--- src/rtl/ex_mem_wb_regs_if.sv ---
// ex_mem_wb_regs_if
//   Groups the EX-stage inputs, data-memory bus and forwarding/write-back
//   outputs of the EX/MEM + MEM/WB pipeline-register block.
//   master : drives EX inputs, flush and memory responses (pipeline/testbench)
//   slave  : the ex_mem_wb_regs block itself
// Signals
//   ex_valid, ex_rd_addr[4:0], ex_reg_write, ex_mem_read, ex_mem_write,
//   ex_alu_result[XLEN], ex_store_data[XLEN], flush      : EX stage -> block
//   dmem_req, dmem_we, dmem_addr[XLEN], dmem_wdata[XLEN] : block -> memory
//   dmem_ready, dmem_rdata[XLEN]                         : memory -> block
//   ex_mem_rd_addr, ex_mem_reg_write, ex_mem_fwd_data    : EX/MEM forwarding
//   mem_wb_rd_addr, mem_wb_reg_write, mem_wb_wr_data     : MEM/WB / regfile write
//   stall                                                : freeze front end
interface ex_mem_wb_regs_if #(
    parameter int XLEN = 32
);
    logic            ex_valid;
    logic [4:0]      ex_rd_addr;
    logic            ex_reg_write;
    logic            ex_mem_read;
    logic            ex_mem_write;
    logic [XLEN-1:0] ex_alu_result;
    logic [XLEN-1:0] ex_store_data;
    logic            flush;

    logic            dmem_req;
    logic            dmem_we;
    logic [XLEN-1:0] dmem_addr;
    logic [XLEN-1:0] dmem_wdata;
    logic            dmem_ready;
    logic [XLEN-1:0] dmem_rdata;

    logic [4:0]      ex_mem_rd_addr;
    logic            ex_mem_reg_write;
    logic [XLEN-1:0] ex_mem_fwd_data;
    logic [4:0]      mem_wb_rd_addr;
    logic            mem_wb_reg_write;
    logic [XLEN-1:0] mem_wb_wr_data;
    logic            stall;

    modport master (
        output ex_valid, ex_rd_addr, ex_reg_write, ex_mem_read, ex_mem_write,
               ex_alu_result, ex_store_data, flush, dmem_ready, dmem_rdata,
        input  dmem_req, dmem_we, dmem_addr, dmem_wdata,
               ex_mem_rd_addr, ex_mem_reg_write, ex_mem_fwd_data,
               mem_wb_rd_addr, mem_wb_reg_write, mem_wb_wr_data, stall
    );

    modport slave (
        input  ex_valid, ex_rd_addr, ex_reg_write, ex_mem_read, ex_mem_write,
               ex_alu_result, ex_store_data, flush, dmem_ready, dmem_rdata,
        output dmem_req, dmem_we, dmem_addr, dmem_wdata,
               ex_mem_rd_addr, ex_mem_reg_write, ex_mem_fwd_data,
               mem_wb_rd_addr, mem_wb_reg_write, mem_wb_wr_data, stall
    );
endinterface

--- src/rtl/ex_mem_wb_regs.sv ---
// ex_mem_wb_regs
//   EX/MEM and MEM/WB pipeline registers with a data-memory handshake.
//   A memory op held in EX/MEM requests the memory until dmem_ready; while
//   waiting, stall freezes the front end, EX/MEM holds and MEM/WB gets bubbles.
// Ports
//   clk   : rising-edge clock
//   rst_n : asynchronous active-low reset (clears both registers to bubbles)
//   bus   : ex_mem_wb_regs_if.slave (EX inputs, dmem bus, forwarding outputs)
module ex_mem_wb_regs #(
    parameter int XLEN = 32
) (
    input  logic               clk,
    input  logic               rst_n,
    ex_mem_wb_regs_if.slave    bus
);

    typedef enum logic {IDLE, WAIT_MEM} state_t;

    state_t          r_state;

    // EX/MEM register
    logic            r_em_valid;
    logic [4:0]      r_em_rd;
    logic            r_em_reg_write;
    logic            r_em_mem_read;
    logic            r_em_mem_write;
    logic [XLEN-1:0] r_em_alu;
    logic [XLEN-1:0] r_em_store;

    // MEM/WB register
    logic [4:0]      r_wb_rd;
    logic            r_wb_reg_write;
    logic [XLEN-1:0] r_wb_data;

    logic            w_mem_op;
    logic            w_stall;
    logic            w_take_ex;

    assign w_mem_op  = r_em_valid & (r_em_mem_read | r_em_mem_write);
    assign w_stall   = w_mem_op & ~bus.dmem_ready;
    assign w_take_ex = bus.ex_valid & ~bus.flush;

    assign bus.dmem_req   = w_mem_op;
    assign bus.dmem_we    = r_em_valid & r_em_mem_write;
    assign bus.dmem_addr  = r_em_alu;
    assign bus.dmem_wdata = r_em_store;
    assign bus.stall      = w_stall;

    // Loads are never forwarded from EX/MEM: their data does not exist yet.
    assign bus.ex_mem_rd_addr   = r_em_rd;
    assign bus.ex_mem_reg_write = r_em_valid & r_em_reg_write & ~r_em_mem_read
                                  & (r_em_rd != 5'd0);
    assign bus.ex_mem_fwd_data  = r_em_alu;

    assign bus.mem_wb_rd_addr   = r_wb_rd;
    assign bus.mem_wb_reg_write = r_wb_reg_write;
    assign bus.mem_wb_wr_data   = r_wb_data;

    // EX/MEM: hold while stalled (flush ignored), else take EX or a bubble.
    // Bubbles clear every field so a dead slot never shows stale values.
    always_ff @(posedge clk or negedge rst_n) begin
        if (!rst_n) begin
            r_em_valid     <= 1'b0;
            r_em_rd        <= '0;
            r_em_reg_write <= 1'b0;
            r_em_mem_read  <= 1'b0;
            r_em_mem_write <= 1'b0;
            r_em_alu       <= '0;
            r_em_store     <= '0;
        end else if (!w_stall) begin
            if (w_take_ex) begin
                r_em_valid     <= 1'b1;
                r_em_rd        <= bus.ex_rd_addr;
                r_em_reg_write <= bus.ex_reg_write;
                r_em_mem_read  <= bus.ex_mem_read;
                r_em_mem_write <= bus.ex_mem_write;
                r_em_alu       <= bus.ex_alu_result;
                r_em_store     <= bus.ex_store_data;
            end else begin
                r_em_valid     <= 1'b0;
                r_em_rd        <= '0;
                r_em_reg_write <= 1'b0;
                r_em_mem_read  <= 1'b0;
                r_em_mem_write <= 1'b0;
                r_em_alu       <= '0;
                r_em_store     <= '0;
            end
        end
    end

    // MEM/WB: bubble while stalled; otherwise retire EX/MEM. Stores never
    // write the register file.
    always_ff @(posedge clk or negedge rst_n) begin
        if (!rst_n) begin
            r_wb_rd        <= '0;
            r_wb_reg_write <= 1'b0;
            r_wb_data      <= '0;
        end else if (w_stall) begin
            r_wb_rd        <= '0;
            r_wb_reg_write <= 1'b0;
            r_wb_data      <= '0;
        end else begin
            r_wb_rd        <= r_em_rd;
            r_wb_reg_write <= r_em_valid & r_em_reg_write & ~r_em_mem_write
                              & (r_em_rd != 5'd0);
            r_wb_data      <= (r_em_valid & r_em_mem_read) ? bus.dmem_rdata
                                                           : r_em_alu;
        end
    end

    // Memory-wait tracker; reset abandons an outstanding request.
    always_ff @(posedge clk or negedge rst_n) begin
        if (!rst_n) begin
            r_state <= IDLE;
        end else begin
            case (r_state)
                IDLE:     if (w_mem_op && !bus.dmem_ready) r_state <= WAIT_MEM;
                WAIT_MEM: if (bus.dmem_ready)              r_state <= IDLE;
                default:  r_state <= IDLE;
            endcase
        end
    end

    // While waiting, the held EX/MEM op must still be requesting memory.
    a_wait_holds_req: assert property (
        @(posedge clk) disable iff (!rst_n)
        (r_state == WAIT_MEM) |-> bus.dmem_req
    );

endmodule

--- src/flat_wrapper.sv ---
// flat-port wrapper written by rule: the top's interface ports become plain ports
module ex_mem_wb_regs_flat 
#(
    parameter int XLEN = 32
)
  (clk, rst_n, bus_ex_valid, bus_ex_rd_addr, bus_ex_reg_write, bus_ex_mem_read, bus_ex_mem_write, bus_ex_alu_result, bus_ex_store_data, bus_flush, bus_dmem_ready, bus_dmem_rdata, bus_dmem_req, bus_dmem_we, bus_dmem_addr, bus_dmem_wdata, bus_ex_mem_rd_addr, bus_ex_mem_reg_write, bus_ex_mem_fwd_data, bus_mem_wb_rd_addr, bus_mem_wb_reg_write, bus_mem_wb_wr_data, bus_stall);
  ex_mem_wb_regs_if #(.XLEN(XLEN)) bus_i ();
  input  logic clk;
  input  logic rst_n;
  input wire logic [$bits(bus_i.ex_valid)-1:0] bus_ex_valid;
  input wire logic [$bits(bus_i.ex_rd_addr)-1:0] bus_ex_rd_addr;
  input wire logic [$bits(bus_i.ex_reg_write)-1:0] bus_ex_reg_write;
  input wire logic [$bits(bus_i.ex_mem_read)-1:0] bus_ex_mem_read;
  input wire logic [$bits(bus_i.ex_mem_write)-1:0] bus_ex_mem_write;
  input wire logic [$bits(bus_i.ex_alu_result)-1:0] bus_ex_alu_result;
  input wire logic [$bits(bus_i.ex_store_data)-1:0] bus_ex_store_data;
  input wire logic [$bits(bus_i.flush)-1:0] bus_flush;
  input wire logic [$bits(bus_i.dmem_ready)-1:0] bus_dmem_ready;
  input wire logic [$bits(bus_i.dmem_rdata)-1:0] bus_dmem_rdata;
  output wire logic [$bits(bus_i.dmem_req)-1:0] bus_dmem_req;
  output wire logic [$bits(bus_i.dmem_we)-1:0] bus_dmem_we;
  output wire logic [$bits(bus_i.dmem_addr)-1:0] bus_dmem_addr;
  output wire logic [$bits(bus_i.dmem_wdata)-1:0] bus_dmem_wdata;
  output wire logic [$bits(bus_i.ex_mem_rd_addr)-1:0] bus_ex_mem_rd_addr;
  output wire logic [$bits(bus_i.ex_mem_reg_write)-1:0] bus_ex_mem_reg_write;
  output wire logic [$bits(bus_i.ex_mem_fwd_data)-1:0] bus_ex_mem_fwd_data;
  output wire logic [$bits(bus_i.mem_wb_rd_addr)-1:0] bus_mem_wb_rd_addr;
  output wire logic [$bits(bus_i.mem_wb_reg_write)-1:0] bus_mem_wb_reg_write;
  output wire logic [$bits(bus_i.mem_wb_wr_data)-1:0] bus_mem_wb_wr_data;
  output wire logic [$bits(bus_i.stall)-1:0] bus_stall;
  assign bus_i.ex_valid = bus_ex_valid;
  assign bus_i.ex_rd_addr = bus_ex_rd_addr;
  assign bus_i.ex_reg_write = bus_ex_reg_write;
  assign bus_i.ex_mem_read = bus_ex_mem_read;
  assign bus_i.ex_mem_write = bus_ex_mem_write;
  assign bus_i.ex_alu_result = bus_ex_alu_result;
  assign bus_i.ex_store_data = bus_ex_store_data;
  assign bus_i.flush = bus_flush;
  assign bus_i.dmem_ready = bus_dmem_ready;
  assign bus_i.dmem_rdata = bus_dmem_rdata;
  assign bus_dmem_req = bus_i.dmem_req;
  assign bus_dmem_we = bus_i.dmem_we;
  assign bus_dmem_addr = bus_i.dmem_addr;
  assign bus_dmem_wdata = bus_i.dmem_wdata;
  assign bus_ex_mem_rd_addr = bus_i.ex_mem_rd_addr;
  assign bus_ex_mem_reg_write = bus_i.ex_mem_reg_write;
  assign bus_ex_mem_fwd_data = bus_i.ex_mem_fwd_data;
  assign bus_mem_wb_rd_addr = bus_i.mem_wb_rd_addr;
  assign bus_mem_wb_reg_write = bus_i.mem_wb_reg_write;
  assign bus_mem_wb_wr_data = bus_i.mem_wb_wr_data;
  assign bus_stall = bus_i.stall;
  ex_mem_wb_regs #(.XLEN(XLEN)) u_core (.clk(clk), .rst_n(rst_n), .bus(bus_i));
endmodule
--- config.mk ---
export PLATFORM = sky130hd
export DESIGN_NAME = ex_mem_wb_regs_flat
export DESIGN_NICKNAME = d
export VERILOG_FILES = /design/src/rtl/ex_mem_wb_regs_if.sv /design/src/rtl/ex_mem_wb_regs.sv /design/src/flat_wrapper.sv
export SDC_FILE = /design/constraint.sdc
export NUM_CORES = 1
export LEC_CHECK = 0
export CORE_ASPECT_RATIO = 0.8
export CORE_UTILIZATION = 40
export DETAILED_ROUTE_END_ITERATION = 16
export PLACE_DENSITY_LB_ADDON = 0.2
export REMOVE_ABC_BUFFERS = 1
export SLEW_MARGIN = 0
export SYNTH_ARGS = -nofsm -noshare
export SYNTH_HDL_FRONTEND = slang
export SYNTH_SLANG_ARGS = --single-unit
--- constraint.sdc ---
create_clock -name clk -period 3.4 [get_ports clk]
set_input_delay 0.68 -clock clk [delete_from_list [all_inputs] [get_ports clk]]
set_output_delay 0.68 -clock clk [all_outputs]
set_load 0.02 [all_outputs]
==> results by stage, run 1 <==
Power:
- The maximum vdd ir drop is approximately 0.22 mV.
- The ratio of total power to cell area is approximately 400 nW/um2.
- The leakage power summed over all cells is 0.00369 uW.

Setup path:
- STA classifies the critical path startpoint as a flip-flop.
- The data required time at the worst endpoint is around 2700 ps.
- The startpoint of the most critical register-to-register path is u_core.r_em_mem_write$_DFFE_PN0N_.
- The worst register-to-register path has a setup slack of around 1200 ps.
- The critical path goes through or4_1 -> nor2_1 -> nor3_1 -> clkdlybuf4s50_1.
- The setup path with the least slack is of type reg2out.
- The type of element capturing the critical path is a primary output.
- Data on the critical path arrives at its endpoint at about 2100 ps.
- The maximum single-stage delay on the critical path is roughly 540 ps.
- The cell type of the slowest stage on the worst timing path is clkdlybuf4s50_1.
- Of all nets on the critical path, the largest fanout is 3.
- On the critical path the largest part of the delay comes from simple AND/OR/NAND/NOR gates.
- In this run the worst setup path begins at u_core.bus.ex_mem_rd_addr[2]$_DFFE_PN0N_.
- Together, buffers and inverters on the worst path number 1.

Drt:
- The routed layout has 4035 vias.
- The detailed-route DRC error count is 0.
- After detailed routing, the average wire length per cell comes to between 15 and 20 um.
- The via density per instance is 4.64.
- The count of nets left with antenna violations once routing finished came out at 0.
- The routed design has ~13000 um of wire.
- The number of DRC markers after the initial detailed-route iteration is 178.
- The first-pass detailed-route iteration total is 4.

Job:
- The total of max-cap violations is 0.

CTS:
- The quantity of gates resized following cts is 0.
- For the worst-skew pair, the clock arrives at the later sink with an insertion delay of approximately 350 ps.
- After clock tree synthesis, the setup repair step added 0 buffers.
- The number of hold buffers added after CTS is 0.
- The clock net in this run drives a total of between 100 and 150 sinks.
- The root buffer cell is clkbuf_16.
- Counting the buffers created by CTS gives 9.
- The H-tree depth is 3.
- TritonCTS built the clock tree.
- The CTS clock-pin slew for the worst setup and hold paths is around 70 ps.
- The maximum number of buffers from clock root to sink is 2.

Logic synthesis:
- The mapped netlist covers about 5000 um2.
- Each instance of the synthesized netlist takes up on average slightly below 10 um2.
- The warning count from the yosys run is 0.
- The number of distinct library cells after synthesis is 22.
- Synthesis inferred around 110 register bits.
- In the synthesized netlist, the number of instances is between 500 and 600.
- The post-synthesis sequential area ratio is between 50 and 60%.

STA:
- Setup repair after global routing left no endpoint under its margin.
- The worst-margin pin slew is slightly below 800 ps.
- Derived from the worst setup path, the maximum achievable clock frequency is between 300 and 400 MHz.
- For the final database, setup skew stands at a little over 6 ps.
- Adding up every negative setup slack in the final design gives 0 ps.
- Counting I/O delays and the setup requirement, the final critical path takes approximately 2800 ps.
- The worst path uses roughly 81% of the clock period.
- Hold is met by ~360 ps.
- In the post-route analysis, the smallest setup slack over all paths is about 630 ps.
- The final number of setup-violating endpoints is 0.
- The final max-slew violation count was 0.
- The final-report hold violation count is 0.
- Measured against its own limit, the worst slew margin works out to a little under half.

Global route:
- The number of global-route vias before repair was between 3k and 4k.
- Entering global routing, the biggest net connects between 60 and 70 pins.
- The number of antenna violations at the first check in global routing is 0.
- Global routing consumed, on the met3 layer, 7.13% of the routing resources.
- The wire length of the first global-routing pass is around 20000 um.
- The total global routing track utilization is between 20% and 30%.
- Global routing used between 20% and 30% of the available met1 tracks.
- In the global route stage, met2 resource usage came out at 34.1%.
- The overflow left after global routing is 0.
- The global routing stage identified its most utilized layer as met2.

Final layout:
- The library cell used most frequently in the layout, excluding fill and tap cells, is clkdlybuf4s50_1.
- After the last flow step, the layout net total stands at just over 800.
- The library cells used most frequently in the layout, excluding fill and tap cells, are clkdlybuf4s50_1 (250), nand2_1 (139), dfrtp_1 (111).
- The layout cell share with drive strength beyond 1 is 5.44%.
- The synthesis-to-finish area growth is 54.4%.
- 0 antenna diodes ended up in the layout.
- The post-route core utilization is a little over three fifths.

Floorplanning:
- The die span in y is roughly 100 um.
- The overall die area is 12900 um2.
- The floorplan has 36 rows.
- The chip width is between 100 and 150 um.
- Pin placement for this block handled between 200 and 300 I/O pins.
- The placeable core region is between 10000 and 15000 um2.
- The starting utilization of the core area is 40.9%.

Min path:
- In this run the worst hold path is classified as in2async.

Place:
- OpenSTA, run right after detailed placement, puts the worst setup slack at 463 ps.
- The half-perimeter wire length of the detailed placement result is 9250 um.
- At the end of routability-driven placement, the weighted congestion stood at ~0.76.
- The count of buffers added on input and output ports is between 200 and 300.

Status:
- The run finished with clean final reports.
## cell usage after synthesis (all sizes together)
library cell / number / share of area [%]
nand2: 139 / 10
dfrtp: 111 / 56
inv: 73 / 5.5
mux2i: 70 / 14
buf: 56 / 7.9
a21oi: 32 / 4.0
nor2: 7 / 0.53
clkbuf: 3 / 0.23
o211ai: 2 / 0.40
and2: 1 / 0.13
nor2b: 1 / 0.13
nor3: 1 / 0.10
nor4: 1 / 0.13
o21ai: 1 / 0.10
o22ai: 1 / 0.13
or2: 1 / 0.13
or4: 1 / 0.15
## cells by family after synthesis
logic type             Yosys count  synth area share (%)
buffers and inverters          132                  13.6
AO/OA/AOI/OAI                   36                  4.61
flip-flops                     111                  55.9
AND/OR/NAND/NOR                152                  11.8
multiplexers                    70                  14.1
## worst reg2reg max path, cell delays in order (launching register included)
cell      delay (ps)
dfrtp_1          430
o211ai_4         220
buf_4            420
buf_4            710
mux2i_1          310
## worst paths after layout
kind | endpoint | cells past startpoint
setup / recovery | bus_ex_mem_reg_write | 4
hold / removal | u_core.bus.dmem_wdata[11]$_DFFE_PN0N_ | 1
setup reg to reg | u_core.bus.ex_mem_rd_addr[1]$_DFFE_PN0N_ | 4
hold reg to reg | u_core.bus.dmem_wdata[20]$_DFFE_PN0N_ | 2
max in group asynchronous | u_core.bus.dmem_addr[0]$_DFFE_PN0N_ | 2
min in group clk | u_core.bus.dmem_wdata[20]$_DFFE_PN0N_ | 2
## per-layer routing
layer  vias to the layer above  wire length (um)
met1                      1927              5830
li1                       1923                 -
met4                         0               165
met3                        16              1100
met5                         -                 0
met2                       169              6250
## state kept, by name, indices dropped and copies added (netlist names)
signal and cells:
u_core.r_em_reg_write 1, u_core.r_em_mem_read 1, u_core.r_em_mem_write 1, u_core.bus.mem_wb_wr_data 32, u_core.bus.dmem_wdata 32, u_core.r_em_valid 1
u_core.bus.dmem_addr 32, u_core.bus.ex_mem_rd_addr 5, u_core.bus.mem_wb_reg_write 1, u_core.bus.mem_wb_rd_addr 5
## metrics by stage
step | instance area, um2 | instances | total power, uW
finish | 7680 | 869 | 3070
global route | 7680 | 869 | 3210
CTS | 7680 | 869 | 3110
detailed placement | 7370 | 853 | 2010
global placement | 7370 | 853 | 2000
floorplan | 4570 | 442 | 1660
## final cells by class
| type | count | area [um2] |
|---|---|---|
| fill | 989 | 4490 |
| sequential | 111 | 2780 |
| timing repair buffer | 259 | 2590 |
| multi-input combinational | 258 | 1530 |
| inverter | 73 | 274 |
| clock buffer | 10 | 239 |
| tap | 152 | 190 |
| clock inverter | 6 | 68.8 |
## power breakdown
group	internal [uW]	switching (uW)	leakage, uW
Sequential	1380	43.1	0.00149
Clock	596	500	0.000149
Combinational	296	258	0.00205
Total	2270	801	0.00369
(Power assumes the default switching activity.)
==> run 2: changes to the inputs <==
CORE_UTILIZATION = 36   (was 40)
clock period = 2.5 ns   (was 3.4 ns; I/O delays follow)
==> run 2 against run 1 <==
  * Flip-flop and latch count is the same
  * Setup slack lost 490 ps
  * Largest cell class unchanged
  * Worst hold slack lost 290 ps
  * Wire length grew 1.7%
  * Critical path type is now in2out
  * Highest routed layer unchanged
==> results by stage, run 2 (synthesis gave the netlist of run 1 again) <==
Status:
- The flow ran to the end, and the final reports show no timing, DRC or antenna violations.

Final layout:
- Leaving out fill and tap cells, the most frequent cell in the layout is clkdlybuf4s50_1.
- After routing the design area is approximately 7700 um2.
- The area growth from synthesis to layout is 54.5%.
- 0 antenna diodes ended up in the layout.
- The layout cell share with drive strength beyond 1 is 5.16%.
- Cells fill between 50% and 60% of the core in the end.
- At the end of the flow, the number of nets in the layout was about 820.
- In the layout the commonest cells are clkdlybuf4s50_1 (249), nand2_1 (139), dfrtp_1 (111).
- The filler cell count in the final layout is about 1.2k.

Job:
- Max-cap violations in this run came to 0.

Power:
- The maximum vdd ir drop is ~0.33 mV.
- The leakage power summed over all cells is roughly 0.0037 uW.
- Power spread over the standard cell area amounts to ~530 nW/um2.

CTS:
- The number of CTS-inserted buffers is 9.
- The CTS clock-pin slew for the worst setup and hold paths is about 70 ps.
- The tree built by TritonCTS fans out to approximately 110 sinks.
- In this run the clock root is driven by a clkbuf_16.
- TritonCTS built the clock tree.
- Clock latency on the worst-skew pair, taken at its later pin, is 350 ps.
- The H-tree was split into 3 levels.
- The longest clock path from root to sink contains 2 buffers.

Setup path:
- The kind of cell with the highest combined delay along the critical path is buffers and inverters.
- At the worst endpoint, the arrival time is between 1500 and 2000 ps.
- The data required time at the worst endpoint is approximately 2000 ps.
- The maximum single-stage delay on the critical path is 590 ps.
- For the worst flop-to-flop path, the logic depth is 4.
- The critical path crosses 5 cells after its start point.
- The type of element capturing the critical path is a primary output.
- The sort of element at the start of the critical path is an input port.
- The combined buffer and inverter count along the critical path is 4.
- The cell type of the slowest stage on the worst timing path is clkdlybuf4s50_1.
- The signal on the critical path passes through clkdlybuf4s50_1 -> inv_2 -> o211ai_4 -> inv_2 -> clkdlybuf4s50_1.
- The largest fanout on the critical path is 5.
- The critical path is of the in2out type.

Drt:
- The routed layout has 4036 vias.
- The pre-antenna-repair detailed-routing pass consisted of 5 iterations.
- The average routed wire per standard cell is around 15 um.
- The number of DRC markers after the initial detailed-route iteration is 217.
- The via density per instance is between 4 and 5.
- After detailed routing, the number of remaining DRC violations is 0.
- The wire length after detailed routing is 13600 um.
- In this run the remaining antenna-violating nets after routing total 0.

Global route:
- The number of antenna violations at the first check in global routing is 0.
- The total overflow left after global routing is 0.
- Global routing used 19.5% of the available tracks across all layers.
- The maximum number of pins on one net before global-route repair is a little over 70.
- The first global-routing pass estimated about 21000 um of wire.
- The number of global-route vias before repair is about 4k.

Place:
- Detailed placement finished with a half-perimeter wire length of about 9600 um.
- At the end of routability-driven placement, the weighted congestion stood at roughly 0.76.
- The placed instances occupy a cell area of 7400 um2.
- Port buffering added between 200 and 300 buffers.

STA:
- Clock skew on the completed layout was measured at 7.12 ps.
- The final max-slew violation count came to 0.
- Measured against its own limit, the worst slew margin works out to a little over three fifths.
- The final-report hold violation count is 0.
- Setup violations remaining at the end of the flow were counted as 0.
- Setup repair after global routing left no endpoint under its margin.
- The worst-margin pin slew is between 500 and 600 ps.
- On the final layout, the worst hold slack is ~65 ps.
- After layout, the minimum clock period comes to ~2400 ps.
- Derived from the worst setup path, the maximum achievable clock frequency is around 420 MHz.
- The post-route clock period utilization is around 94%.

Min path:
- The path class of the lowest-slack min-delay path is in2async.

Floorplanning:
- The chip width is about 130 um.
- The placeable core region is between 10000 and 15000 um2.
- The starting utilization of the core area is 36.8%.
- about 250 I/O pins were placed.
- From bottom edge to top edge, the die measures between 100 and 150 um.
- The die covers approximately 14000 um2.
- The row count is 38.
## run 2: cell types whose count changed in the layout (fill, tap and decap cells not counted), sizes merged
cell           delta
bufinv            -1
clkdlybuf4s50     -1
clkbuf            +3
inv               -1
dlygate4sd2       +1
clkinv            -1
## run 2: worst reg2reg max path, cell delays in order, from the launching register on
cell,delay [ps]
dfrtp_1,470
and2_1,390
buf_4,370
nand2_1,110
a21oi_1,140
## run 2: layout make-up
class                   instances  area, um2  area share (%)
inverters                      73        274            3.57
repair buffers                259       2590            33.8
clock inverters                 3       17.5           0.228
multi-input cells             258       1530            19.9
well taps                     180        225            2.93
flip-flops and latches        111       2780            36.2
clock buffers                  13        260            3.39
## run 2: path summary, 6_finish.rpt
kind / start / end / slack [ps]
worst max-delay path: bus_dmem_ready / bus_stall / 140
min in group clk: u_core.bus.dmem_wdata[30]$_DFFE_PN0N_ / u_core.bus.dmem_wdata[30]$_DFFE_PN0N_ / 520
worst min register to register: u_core.bus.dmem_wdata[30]$_DFFE_PN0N_ / u_core.bus.dmem_wdata[30]$_DFFE_PN0N_ / 520
worst max register to register: u_core.r_em_valid$_DFFE_PN0N_ / u_core.bus.mem_wb_wr_data[7]$_DFF_PN0_ / 950
max in group asynchronous: rst_n / u_core.bus.dmem_addr[23]$_DFFE_PN0N_ / 1720
worst min-delay path: rst_n / u_core.bus.dmem_wdata[16]$_DFFE_PN0N_ / 70
## run 2: repair_timing
item,CTS,global route
gates resized for setup,1,0
setup buffers,0,0
hold buffers,0,0
endpoints found under the setup margin,1,0
## run 2: power by group
part / switching [uW] / internal [uW]
clock: 632 / 729
combinational: 351 / 402
sequential: 58.0 / 1880
## run 2: layer usage
| metal | vias to the layer above | global-route usage, % | share of wire (%) |
|---|---|---|---|
| met5 | - | 0 | 0 |
| met4 | 0 | 5.68 | 1.2 |
| met3 | 13 | 7.71 | 9.4 |
| met2 | 177 | 31.2 | 46 |
| met1 | 1920 | 24.4 | 43 |
| li1 | 1926 | - | - |
## run 2: per-stage QoR
step                      worst slack, ps  power (uW)  std cells  setup TNS [ps]
after detailed placement              153        2730        881               0
after CTS                             145        4120        897               0
after global placement                164        2720        881               0
final                                 143        4050        897               0
after floorplan                     -2330        2250        442         -159450
after global routing                 86.6        4230        897               0
